File: config.mk
export PLATFORM = sky130hd
export DESIGN_NAME = dtree_stream_driver
export DESIGN_NICKNAME = d
export VERILOG_FILES = /design/src/rtl/dtree_stream_driver.sv
export SDC_FILE = /design/constraint.sdc
export NUM_CORES = 1
export LEC_CHECK = 0
export ABC_CLOCK_PERIOD_IN_PS = 2300
export CORE_MARGIN = 3
export CORE_UTILIZATION = 49
export DETAILED_ROUTE_END_ITERATION = 10
export PLACE_DENSITY = 0.81
export SETUP_SLACK_MARGIN = 0.1
export SYNTH_ARGS = -nofsm -noshare
export SYNTH_HDL_FRONTEND = slang
export SYNTH_SLANG_ARGS = --single-unit
File: constraint.sdc
create_clock -name clk -period 2.3 [get_ports clk]
set_input_delay 0.46 -clock clk [delete_from_list [all_inputs] [get_ports clk]]
set_output_delay 0.46 -clock clk [all_outputs]
set_load 0.02 [all_outputs]
File: src/rtl/dtree_stream_driver.sv
// Streams feature samples into a combinational decision tree, holds each one for SETTLE
// cycles, then captures the class. Optional per-class result counters: DTREE_CLASS_COUNT_EN.
module dtree_stream_driver #(
    parameter int DATA_W  = 8,
    parameter int CLASS_W = 2,
    parameter int SETTLE  = 4
) (
    input  logic               clk,
    input  logic               rst_n,
    input  logic               in_valid,
    output logic               in_ready,
    input  logic [DATA_W-1:0]  in_data,
    output logic [DATA_W-1:0]  feat_out,
    input  logic [CLASS_W-1:0] class_in,
    output logic               out_valid,
    input  logic               out_ready,
    output logic [CLASS_W-1:0] out_class,
`ifdef DTREE_CLASS_COUNT_EN
    input  logic               cnt_clr,
    input  logic [CLASS_W-1:0] cnt_sel,
    output logic [15:0]        cnt_val,
`endif
    output logic               busy
);

    typedef enum logic [1:0] {
        ST_IDLE,
        ST_SETTLE,
        ST_OUT
    } state_t;

    localparam logic [7:0] SETTLE_LOAD = 8'(SETTLE - 1);

    state_t     state;
    logic [7:0] settle_cnt;

    always_ff @(posedge clk or negedge rst_n) begin
        if (!rst_n) begin
            state      <= ST_IDLE;
            in_ready   <= 1'b0;
            feat_out   <= '0;
            out_class  <= '0;
            out_valid  <= 1'b0;
            settle_cnt <= '0;
        end else begin
            case (state)
                // accept stage: feature is latched onto the tree input
                ST_IDLE: begin
                    in_ready <= 1'b1;
                    if (in_valid && in_ready) begin
                        feat_out   <= in_data;
                        settle_cnt <= SETTLE_LOAD;
                        in_ready   <= 1'b0;
                        state      <= ST_SETTLE;
                    end
                end
                // settle stage: tree output sampled once the count reaches zero
                ST_SETTLE: begin
                    if (settle_cnt == 8'd0) begin
                        out_class <= class_in;
                        out_valid <= 1'b1;
                        state     <= ST_OUT;
                    end else begin
                        settle_cnt <= settle_cnt - 8'd1;
                    end
                end
                // output stage: result held until the downstream takes it
                ST_OUT: begin
                    if (out_ready) begin
                        out_valid <= 1'b0;
                        in_ready  <= 1'b1;
                        state     <= ST_IDLE;
                    end
                end
                default: state <= ST_IDLE;
            endcase
        end
    end

    assign busy = (state != ST_IDLE);

`ifdef DTREE_CLASS_COUNT_EN
    localparam int NUM_CLASS = 1 << CLASS_W;

    function automatic logic [15:0] sat_inc(input logic [15:0] v);
        return (v == 16'hFFFF) ? v : v + 16'd1;
    endfunction

    logic [15:0] class_cnt [NUM_CLASS];
    logic        out_hs;

    assign out_hs = (state == ST_OUT) && out_ready;

    always_ff @(posedge clk or negedge rst_n) begin
        if (!rst_n) begin
            for (int i = 0; i < NUM_CLASS; i++) class_cnt[i] <= '0;
        end else if (cnt_clr) begin
            for (int i = 0; i < NUM_CLASS; i++) class_cnt[i] <= '0;
        end else if (out_hs) begin
            class_cnt[out_class] <= sat_inc(class_cnt[out_class]);
        end
    end

    assign cnt_val = class_cnt[cnt_sel];
`endif

endmodule

# After elaboration in Yosys (flattened, before gate mapping)
# Cells that the tools add are included.
# totals
in_bits	14
out_inout_bits	13
register_bits	22
# classes
mux	13
add_sub_neg	1
reduce_logical	13
n_eq_ne	6
# ops
op	n
8-bit 2-to-1 mux	2
8-bit case mux with 2 select lines	1
3-bit AND reduction	3
8-bit zero test	1
2-bit inequality test (second input constant)	4
2-bit nonzero test	4
8-bit by 1-bit subtractor with 8-bit output (second input constant)	1
2-bit 2-to-1 mux	3
2-bit case mux with 3 select lines	1
2-bit AND reduction	3
1-bit 2-to-1 mux	4
1-bit case mux with 2 select lines	2
2-bit by 1-bit equality test with 1-bit output (second input constant)	1
2-bit equality test (second input constant)	1
2-bit zero test	1
1-bit logical AND	1

# Depth between registers and ports, before layout
# depth
ltp_word	3
mapped_depth	6

# Worst setup path before layout
# No wires, ideal clock.
# synth_timing
path_kind	flip-flop to flip-flop
startpoint	reg state[1]
endpoint	reg settle_cnt[3]
t_required_ps	2173
path_slack_ps	711
period_less_slack_ps	1589
setup_time_ps	127
stages_incl_launch_ff	7
t_arrival_ps	1463
path_cell_list	dfrtp_1 -> or2_2 -> or2_2 -> clkbuf_1 -> buf_2 -> nand2_1 -> mux2i_1
# synth_between
elab_chain_cells	3
elab_cells_between_ends	7
classes_between	eq/ne: 3; mux: 1; reduce/logical: 3
# synth_lines
item	line	source
start, declared	34	state_t state;
start signal, assigned	39	state <= ST_IDLE;
start signal, assigned	54	state <= ST_SETTLE;
start signal, assigned	62	state <= ST_OUT;
2-bit by 1-bit equality test with 1-bit output or 2-bit zero test (tied branches)	46	case (state)
2-bit inequality test (no line) or 2-bit nonzero test (tied branches)	n/a	
3-bit AND reduction (no line)	n/a	
end signal, assigned	64	settle_cnt <= settle_cnt - 8'd1;
end, declared	35	logic [7:0] settle_cnt;
# Parallel ways exist; a longest one is shown, timed or not.
# A chain may end at the register's enable or synchronous reset.

# Worst setup path in the final report
# layout_timing
startpoint	reg state[1]
endpoint	out busy
# layout_between
elab_chain_cells	1
# layout_lines
item	line	source
2-bit nonzero test	80	assign busy = (state != ST_IDLE);
end, declared	23	output logic busy
# No other way between the ends.

==> results_dict.tcl <==
set metrics [dict create \
    status "completed" \
    crit_family "buffers and inverters" \
    ys_seq_area_share_pct 56.1 \
    peakVddDrop_uv 797 \
    crit_path_start_kind "flip-flop" \
    synthArstFlopShare_pct 100 \
    path_clk_slew_ns 0.13 \
    syn_to_final_growth_pct 35.3 \
    p_leak_nw 0.649 \
    vias_per_cell 5.16 \
    grt-ovfl-total 0 \
    die_area_sq_um 2580 \
    wl_per_cell_um 12.9 \
    grt_setup_unrepaired "no" \
    h-tree-depth 1 \
    num_rows 15 \
    relSlewSlack_pct 72.3 \
    die_w_um 50.8 \
    fin_nets 145 \
    syn_nets 115 \
    cts_sinks 22 \
    cts_root_buffer "clkbuf_4" \
    crit_path_end_kind "output port" \
    reg2reg_to "settle_cnt[3]" \
    fmaxAchievable_mhz 481 \
    reg2reg_from "settle_cnt[0]" \
    hold_violations 0 \
    numCtsBuffers 3 \
    setup_viol 0 \
    netlist_area_sq_um 982 \
    grt_pass1_wl_um 3440 \
    clock_latency_ns 0.32 \
    hp-class "input pin to async pin" \
    synthFlopType "dfrtp_1" \
    post_cts_buffers 0 \
    required_ns 1.84 \
    via_count 790 \
    clock_skew_ns 0.00269 \
    place_hpwl_um 1390 \
    grt_max_degree 23 \
    slew_violations 0 \
    drive_above_1_share_pct 10.2 \
    synth_top_area_cell "dfrtp_1" \
    crit_chain "or2_2, clkdlybuf4s50_1" \
    syn_avg_cell_area_sq_um 9.92 \
    cp_max_fo 4 \
    synth-edff-count 0 \
    antennaDiodeCount 0 \
    cp_data_arrival_time_ns 1.62 \
    ant_nets 0 \
    drc 0 \
    utilization_pct 73.8 \
    worst_pin_slew_ns 0.416 \
    die_h_um 50.8 \
    clockBufferDepth 2 \
    routed_wl_um 1970 \
    port_buffers 26 \
    finalSetupTns_ns 0 \
    initial_utilization_pct 54.5 \
    synthCells 99 \
    drt_iter0_markers 14 \
    groute.usage.overall_pct 18.0 \
    ios 27 \
    criticalPathCategory "flip-flop to output port" \
    routabilityCongestion 0.805 \
    post_cts_resized 0 \
    coreArea_sq_um 1800 \
    synthTopCellsByCount "nand2_1 (34), dfrtp_1 (22), mux2i_1 (6), nor2_1 (5)" \
    yosysTopAreaCellShare_pct 56.1 \
    maxCapViolations 0 \
    synth-seq-cells 22 \
    power_density_nw_per_um2 1390 \
    ys_top_cells_by_area "dfrtp_1 (56%), nand2_1 (13%), mux2i_1 (6.1%)" \
    yosysMostFrequentCell "nand2_1" \
    ff2ff_setup_slack_ns 0.52 \
    netlist-cell-type-count 23 \
    worst_path_max_delay_cell "clkdlybuf4s50_1" \
    grt_antenna_before_repair 0 \
    drt_pass1_iterations 4 \
    period_share_pct 90.4 \
    rr_worst_depth 6 \
    crit_path_max_incr_delay_ns 0.54 \
    fin_crit_ns 2.08 \
    cts_hold_buf 0 \
    grt_pass1_vias 791 \
    crit_buf_inv 1 \
    cts_tree "yes" \
    synth-warning-count 0 \
    n_fill_cell 148 \
]
layout by cell type, fill, tap and decap left out, types with 2 or more instances in the layout:
cell type and instances:
a21oi_1 3, buf_4 2, clkbuf_4 3, clkdlybuf4s50_1 26, dfrtp_1 22, ha_1 2, inv_1 3, mux2_1 2
mux2i_1 6, nand2_1 34, nand2b_1 3, nand3_1 2, nor2_1 5, nor3_1 2, o21ai_0 2, or2_2 2
power breakdown:
group / switching, mW / internal [mW]
registers: 0.133 / 0.562
logic: 0.445 / 0.399
clock network: 0.129 / 0.176
total: 0.707 / 1.14
worst reg2reg max path, stage by stage, from the launching register on:
cell and delay [ns]:
dfrtp_1 0.42, inv_1 0.09, ha_1 0.24, nor3b_1 0.16, a21oi_2 0.37, and3b_2 0.27, mux2i_1 0.18
stage by stage:
step,hold slack (ns),instance area [sq um],setup slack [ns],power [mW],cells
6_report,0.474,1330,0.221,1.85,153
5_1_grt,0.479,1330,0.168,1.98,153
4_1_cts,0.485,1330,0.216,1.86,153
3_5_place_dp,0.468,1280,0.571,1.55,149
3_3_place_gp,0.457,1280,0.591,1.51,149
2_1_floorplan,0.164,982,0.711,1.20,99
cells by family after synthesis:
logic type | share of synthesized area, %
simple gates | 27.1
flops | 56.1
fa+ha+maj | 2.55
buf+inv | 2.42
mux | 8.41
compound gates | 3.44
per-layer routing:
layer  track usage [%]  share of wire (%)
met5                 0                  0
met3              4.15                5.0
met4              9.42                2.4
met1              20.8                 45
met2              30.9                 47
how the worst max path moves through the flow:
stage	depth (start not counted)	to	slack, ns	from
2_1_floorplan	6	settle_cnt[3]	0.71	state[1]
3_3_place_gp	2	busy	0.59	state[1]
3_5_place_dp	6	settle_cnt[3]	0.57	settle_cnt[0]
4_1_cts	2	busy	0.22	state[1]
5_1_grt	2	busy	0.17	state[1]
6_report	2	busy	0.22	state[1]
state kept, by name (all words and copies together), names as in the netlist:
signal      cells
feat_out        8
settle_cnt      8
out_class       2
state           2
in_ready        1
out_valid       1
cell type report:
| type | count | area (sq um) | share of cell area, % |
|---|---|---|---|
| timing repair buffer | 28 | 275 | 20.7 |
| clock inverter | 1 | 30.0 | 2.26 |
| inverter | 3 | 11.3 | 0.847 |
| multi-input combinational | 71 | 408 | 30.7 |
| clock buffer | 3 | 22.5 | 1.69 |
| sequential | 22 | 551 | 41.4 |
| tap | 25 | 31.3 | 2.35 |
Power figures use the tool's default switching activity.
